## config.mk

```make
export PLATFORM = sky130hd
export DESIGN_NAME = serial_frame_feeder_flat
export DESIGN_NICKNAME = d
export VERILOG_FILES = /design/src/rtl/serial_frame_feeder_if.sv /design/src/rtl/serial_frame_feeder.sv /design/src/flat_wrapper.sv
export SDC_FILE = /design/constraint.sdc
export NUM_CORES = 1
export LEC_CHECK = 0
export CAP_MARGIN = 20
export CORE_UTILIZATION = 51
export CTS_BUF_LIST = sky130_fd_sc_hd__clkbuf_4 sky130_fd_sc_hd__clkbuf_8
export DETAILED_ROUTE_END_ITERATION = 16
export GPL_ROUTABILITY_DRIVEN = 0
export PLACE_DENSITY = 0.85
export SLEW_MARGIN = 20
export SYNTH_ARGS = -nofsm -noshare
export SYNTH_HDL_FRONTEND = slang
export SYNTH_SLANG_ARGS = --single-unit
```

## constraint.sdc

```tcl
create_clock -name clock -period 1.84 [get_ports clock]
set_clock_uncertainty 0.1 [all_clocks]
set_input_delay 0.184 -clock clock [delete_from_list [all_inputs] [get_ports clock]]
set_output_delay 0.184 -clock clock [all_outputs]
set_load 0.02 [all_outputs]
```

## src/rtl/serial_frame_feeder_if.sv

```systemverilog
// Bus bundle for serial_frame_feeder: parallel load handshake in, serial bit stream out.
// Handshake: a word transfers on a rising clock edge where load && ready; load while
// ready==0 is dropped (no queueing), and ready depends on feeder state only, never on load.
interface serial_frame_feeder_if #(
  parameter int WIDTH = 8,
  parameter int CNT_W = 8
);
  logic [WIDTH-1:0] data_in;
  logic             load;
  logic             ready;
  logic             x_out;
  logic             bit_valid;
  logic             word_done;
  logic [CNT_W-1:0] words_sent;
  logic [1:0]       state_dbg;  // 0 IDLE, 1 SHIFT, 2 GAP, 3 PAR

  modport master (
    output data_in, load,
    input  ready, x_out, bit_valid, word_done, words_sent, state_dbg
  );

  modport slave (
    input  data_in, load,
    output ready, x_out, bit_valid, word_done, words_sent, state_dbg
  );
endinterface

```

## src/rtl/serial_frame_feeder.sv

```systemverilog
// Serializes parallel words onto x_out, one bit per clock, with idle-bit gaps between frames.
// Optional feature: define PARITY_EN to append one even-parity bit after the data bits.
module serial_frame_feeder #(
  parameter int   WIDTH      = 8,
  parameter bit   MSB_FIRST  = 1'b1,
  parameter int   GAP_CYCLES = 2,
  parameter logic IDLE_BIT   = 1'b0,
  parameter int   CNT_W      = 8
) (
  input  logic                 clock,
  input  logic                 reset,
  serial_frame_feeder_if.slave bus
);

  localparam int BIT_CNT_W = (WIDTH > 2) ? $clog2(WIDTH) : 1;
  localparam int GAP_W     = (GAP_CYCLES > 1) ? $clog2(GAP_CYCLES) : 1;
  localparam bit HAS_GAP   = (GAP_CYCLES > 0);
  localparam logic [BIT_CNT_W-1:0] LAST_BIT = BIT_CNT_W'(WIDTH - 1);
  localparam logic [BIT_CNT_W-1:0] PREV_BIT = BIT_CNT_W'(WIDTH - 2);
  localparam logic [GAP_W-1:0]     LAST_GAP = GAP_W'(GAP_CYCLES - 1);

  typedef enum logic [1:0] {
    S_IDLE  = 2'd0,
    S_SHIFT = 2'd1,
`ifdef PARITY_EN
    S_PAR   = 2'd3,
`endif
    S_GAP   = 2'd2
  } state_t;

  state_t               state, state_nx;
  logic [WIDTH-1:0]     shreg, shreg_nx;
  logic [BIT_CNT_W-1:0] bit_cnt, bit_cnt_nx;
  logic [GAP_W-1:0]     gap_cnt, gap_cnt_nx;
  logic                 x_q, x_nx;
  logic                 bv_q, bv_nx;
  logic                 wd_q, wd_nx;
  logic [CNT_W-1:0]     words_q;
`ifdef PARITY_EN
  logic                 par_q, par_nx;
`endif

  always_comb begin
    state_nx   = state;
    shreg_nx   = shreg;
    bit_cnt_nx = bit_cnt;
    gap_cnt_nx = gap_cnt;
    x_nx       = IDLE_BIT;
    bv_nx      = 1'b0;
    wd_nx      = 1'b0;
`ifdef PARITY_EN
    par_nx     = par_q;
`endif
    case (state)
      S_IDLE: begin
        if (bus.load) begin
          state_nx   = S_SHIFT;
          bit_cnt_nx = '0;
          bv_nx      = 1'b1;
`ifdef PARITY_EN
          par_nx     = ^bus.data_in;
`endif
          if (MSB_FIRST) begin
            x_nx     = bus.data_in[WIDTH-1];
            shreg_nx = {bus.data_in[WIDTH-2:0], 1'b0};
          end else begin
            x_nx     = bus.data_in[0];
            shreg_nx = {1'b0, bus.data_in[WIDTH-1:1]};
          end
        end
      end
      S_SHIFT: begin
        if (bit_cnt == LAST_BIT) begin
`ifdef PARITY_EN
          state_nx = S_PAR;
          x_nx     = par_q;
          bv_nx    = 1'b1;
          wd_nx    = 1'b1;
`else
          state_nx   = HAS_GAP ? S_GAP : S_IDLE;
          gap_cnt_nx = '0;
`endif
        end else begin
          bit_cnt_nx = bit_cnt + 1'b1;
          bv_nx      = 1'b1;
`ifndef PARITY_EN
          // Without parity the last data bit closes the frame.
          wd_nx      = (bit_cnt == PREV_BIT);
`endif
          if (MSB_FIRST) begin
            x_nx     = shreg[WIDTH-1];
            shreg_nx = {shreg[WIDTH-2:0], 1'b0};
          end else begin
            x_nx     = shreg[0];
            shreg_nx = {1'b0, shreg[WIDTH-1:1]};
          end
        end
      end
`ifdef PARITY_EN
      S_PAR: begin
        state_nx   = HAS_GAP ? S_GAP : S_IDLE;
        gap_cnt_nx = '0;
      end
`endif
      S_GAP: begin
        if (gap_cnt == LAST_GAP) state_nx = S_IDLE;
        else                     gap_cnt_nx = gap_cnt + 1'b1;
      end
      default: state_nx = S_IDLE;
    endcase
  end

  always_ff @(posedge clock or negedge reset) begin
    if (!reset) begin
      state   <= S_IDLE;
      shreg   <= '0;
      bit_cnt <= '0;
      gap_cnt <= '0;
      x_q     <= IDLE_BIT;
      bv_q    <= 1'b0;
      wd_q    <= 1'b0;
      words_q <= '0;
`ifdef PARITY_EN
      par_q   <= 1'b0;
`endif
    end else begin
      state   <= state_nx;
      shreg   <= shreg_nx;
      bit_cnt <= bit_cnt_nx;
      gap_cnt <= gap_cnt_nx;
      x_q     <= x_nx;
      bv_q    <= bv_nx;
      wd_q    <= wd_nx;
      // Count lands on the edge that ends the final frame bit; wraps silently.
      if (wd_q) words_q <= words_q + 1'b1;
`ifdef PARITY_EN
      par_q   <= par_nx;
`endif
    end
  end

  assign bus.ready      = (state == S_IDLE);
  assign bus.x_out      = x_q;
  assign bus.bit_valid  = bv_q;
  assign bus.word_done  = wd_q;
  assign bus.words_sent = words_q;
  assign bus.state_dbg  = state;

endmodule

```

## src/flat_wrapper.sv

```systemverilog
// flat-port wrapper written by rule: the top's interface ports become plain ports
module serial_frame_feeder_flat 
#(
  parameter int   WIDTH      = 8,
  parameter bit   MSB_FIRST  = 1'b1,
  parameter int   GAP_CYCLES = 2,
  parameter logic IDLE_BIT   = 1'b0,
  parameter int   CNT_W      = 8
)
  (clock, reset, bus_data_in, bus_load, bus_ready, bus_x_out, bus_bit_valid, bus_word_done, bus_words_sent, bus_state_dbg);
  serial_frame_feeder_if #(.WIDTH(WIDTH), .CNT_W(CNT_W)) bus_i ();
  input  logic clock;
  input  logic reset;
  input wire logic [$bits(bus_i.data_in)-1:0] bus_data_in;
  input wire logic [$bits(bus_i.load)-1:0] bus_load;
  output wire logic [$bits(bus_i.ready)-1:0] bus_ready;
  output wire logic [$bits(bus_i.x_out)-1:0] bus_x_out;
  output wire logic [$bits(bus_i.bit_valid)-1:0] bus_bit_valid;
  output wire logic [$bits(bus_i.word_done)-1:0] bus_word_done;
  output wire logic [$bits(bus_i.words_sent)-1:0] bus_words_sent;
  output wire logic [$bits(bus_i.state_dbg)-1:0] bus_state_dbg;
  assign bus_i.data_in = bus_data_in;
  assign bus_i.load = bus_load;
  assign bus_ready = bus_i.ready;
  assign bus_x_out = bus_i.x_out;
  assign bus_bit_valid = bus_i.bit_valid;
  assign bus_word_done = bus_i.word_done;
  assign bus_words_sent = bus_i.words_sent;
  assign bus_state_dbg = bus_i.state_dbg;
  serial_frame_feeder #(.WIDTH(WIDTH), .MSB_FIRST(MSB_FIRST), .GAP_CYCLES(GAP_CYCLES), .IDLE_BIT(IDLE_BIT), .CNT_W(CNT_W)) u_core (.clock(clock), .reset(reset), .bus(bus_i));
endmodule
```

==> key figures <==
Logic synthesis
  – Syn_area_per_cell: roughly 13 um^2
  – Syn nets: around 110
  – Sequential area share after synthesis: 0.526
  – Adder-Cell Fraction of Synth Area: 0.0548
  – Post-Synthesis Cells: 90
  – Number of library cell types mapped by synthesis: 27
  – Largest family of logic cells by synthesized area: multiplexers
  – Compound-Gate Fraction of Synth Area: 0.0767
  – Yosys Warn Count: 0
  – Synthesis-stage register bit count: 24
  – Mapped cell area: between 1000 and 1500 um^2
  – XOR/XNOR share of the synthesized area: 0.0537
  – Post-synthesis mux area share: 0.157
  – Synth Area in Simple Gates: 0.0953

Power and ir drop
  – Maximum VDD drop: approximately 0.95 mV
  – Total power: 2.10 mW
  – Lkg Pwr: 0.690 nW
  – Power per cell area: 1440 nW/um^2

STA
  – Setup TNS: 0 ps
  – Crit path time final: ~1700 ps
  – Final period util: 0.940
  – RSZ-0062 raised after global routing: false
  – Fmax: 578 MHz
  – Max Transition Viols Final: 0
  – Slew headroom: 0.796
  – Final setup margin: about 110 ps
  – Hold violation count in the final report: 0
  – Final setup fails: 0
  – Worst Tran Pin Value: 304 ps

Global route
  – Largest net degree at the start of global routing: 25
  – Vias in the first global route: 763
  – Initial antenna violation count: 0
  – All-Layer GR Usage: 0.184
  – Total grt overflow: 0
  – First-pass GRT wire length: 3250 um

Placed design
  – DPL Wire Length: around 1600 um
  – Place WS: 144 ps
  – Port buffer count: 24
  – Placed cell count: 142

Layout
  – Layout net count: 136
  – Storage cell area: 601 um^2
  – Ant diodes: 0
  – Final core occ: 0.715
  – Area occupied by multi-input gates: around 500 um^2
  – Layout cell share with drive strength beyond 1: 0.193
  – Filler cells: 162
  – Area growth syn-to-layout: 27.8%
  – Cell Count, Final, Fillers Out: 146

Clocking
  – Root buffer cell: clkbuf_4
  – Worst-Skew Late Latency: 320 ps
  – H-Tree Depth: 1
  – CTS tree: yes
  – Clk slew on worst S/H paths: 130 ps
  – Clock sinks: 24
  – Post-CTS Setup Inserts: 0
  – CTS Buf Count: 3
  – Clock Path Buffers: 2

Flow run
  – Max-Cap Viols: 0

Worst hold path
  – Class of the worst hold path: primary input to asynchronous set/reset pin

Setup path
  – Max incr delay on CP: 640 ps
  – Crit path max fanout: 7
  – Crit end category: output pin
  – CP top delay family: buffers and inverters
  – Worst-path cell chain: clkdlybuf4s50_1
  – WP buf/inv: 1
  – Critical setup path kind: register to output pin
  – CP required: between 1500 and 2000 ps
  – Critical Path Source Type: register
  – WP data arrival: 1450 ps
  – Crit path max-delay cell type: clkdlybuf4s50_1

Floorplanning
  – Starting Density: 0.559
  – Die span in x: 49.3 um
  – Floorplan core area: 2040 um^2
  – Total die area: 2430 um^2
  – Die Y: 49.3 um
  – I/O pin count: 25
  – Row cnt: 16

Status
  – Status: complete, no violations

Detailed routing
  – Drt initial violations: 2
  – Detailed-route wire length: ~2100 um
  – WL met1: roughly 810 um
  – Detail Route Antenna Nets: 0
  – Drt first pass iters: 4
  – Met2 WL post-DR: 1160 um
  – Top Metal Used: met4
  – WL per Instance: 14.2 um
  – Drt drc: 0
  – Vias/cell: 5.44
  – Via count: 794
  – Met3 wire length: 68 um
## cell usage after synthesis (all sizes together)
master	n	share of area
a21o	1	0.0066
mux2	13	0.15
mux2i	1	0.0088
o22a	1	0.0077
nand4	3	0.016
and3	3	0.016
o22ai	1	0.0055
inv	5	0.016
buf	3	0.021
nand3	2	0.0088
xnor2	6	0.046
dfrtp	24	0.53
nand3b	2	0.013
nor2	5	0.016
nand2b	1	0.0055
o21ai	3	0.023
xor2	1	0.0077
ha	5	0.055
nand2	4	0.013
a21oi	3	0.016
nor2b	1	0.0055
a32o	2	0.018
## per-layer routing
metal,up-vias,track usage
li1,372,-
met1,399,0.189
met2,19,0.349
met3,4,0.0374
met4,0,0.0882
met5,-,0
## final cells by class
class | count | area share
Clock buffer | 4 | 0.0249
Inverter | 5 | 0.0129
Multi-Input combinational cell | 58 | 0.342
Sequential cell | 24 | 0.411
Tap cell | 27 | 0.0231
Timing Repair Buffer | 28 | 0.186
## cell families after synthesis
family	count (synthesis)
compound gates	11
xor+xnor	7
fa+ha+maj	5
buf+inv	8
flops	24
mux	14
simple gates	21
## report_power, final
part	switching, mW	internal (mW)	leakage (nW)
logic	0.437	0.552	0.362
clock network	0.161	0.121	0.0210
registers	0.128	0.696	0.307
## sequential cells by signal, indices dropped and copies added (netlist names)
signal,count
u_core.bus.words_sent,8
u_core.bus.bit_valid,1
u_core.bus.word_done,1
u_core.shreg,7
u_core.bit_cnt,3
u_core.bus.state_dbg,2
u_core.bus.x_out,1
u_core.gap_cnt,1
## metrics by stage
stage / hold WS (ps) / area, um^2
3_5_place_dp: 352 / 1420
5_1_grt: 109 / 1460
6_report: 104 / 1460
2_1_floorplan: -212 / 1140
4_1_cts: 118 / 1460
3_3_place_gp: 334 / 1420
## placed cells by master (no fill, tap or decap)
cell,synthesis,layout
nand2_1,4,4
a32o_1,2,2
dlygate4sd2_1,0,1
clkbuf_4,0,3
a21o_1,1,1
o22ai_1,1,1
nor2b_1,1,1
clkbuf_8,0,1
a21oi_1,2,2
mux2i_1,1,1
and3_1,3,3
mux2_2,7,7
nand3b_1,2,2
nand4_1,3,3
nand3_1,2,2
nand2b_1,1,1
o21ai_4,1,1
ha_1,5,5
xnor2_1,6,6
dfrtp_1,24,24
xor2_1,1,1
mux2_4,6,6
dlymetal6s2s_1,0,1
o22a_1,1,1
clkdlybuf4s50_1,0,22
inv_1,5,5
a21oi_2,1,1
o21ai_0,2,2
buf_4,1,4
nor2_1,5,5
## final timing paths
kind | from | to | slack [ps] | cells past startpoint
hold / removal | reset | u_core.bus.words_sent[4]$_DFFE_PN0P_ | 100 | 2
setup / recovery | u_core.bus.word_done$_DFF_PN0_ | bus_word_done | 110 | 1
max in group asynchronous | reset | u_core.gap_cnt$_DFFE_PN0P_ | 1300 | 2
setup reg to reg | u_core.bit_cnt[0]$_DFFE_PN0P_ | u_core.shreg[7]$_DFFE_PN0P_ | 120 | 5
hold reg to reg | u_core.bus.state_dbg[1]$_DFFE_PN0P_ | u_core.bus.x_out$_DFF_PN0_ | 370 | 1
min in group clock | u_core.bus.state_dbg[1]$_DFFE_PN0P_ | u_core.bus.x_out$_DFF_PN0_ | 370 | 1
## what timing repair did
item,4_1_cts,5_1_grt
endpoints found under the setup margin,1,1
resized for setup,1,1
cloned,0,0
hold buffers,0,0
Note: power is estimated with default switching activity, not from simulation.
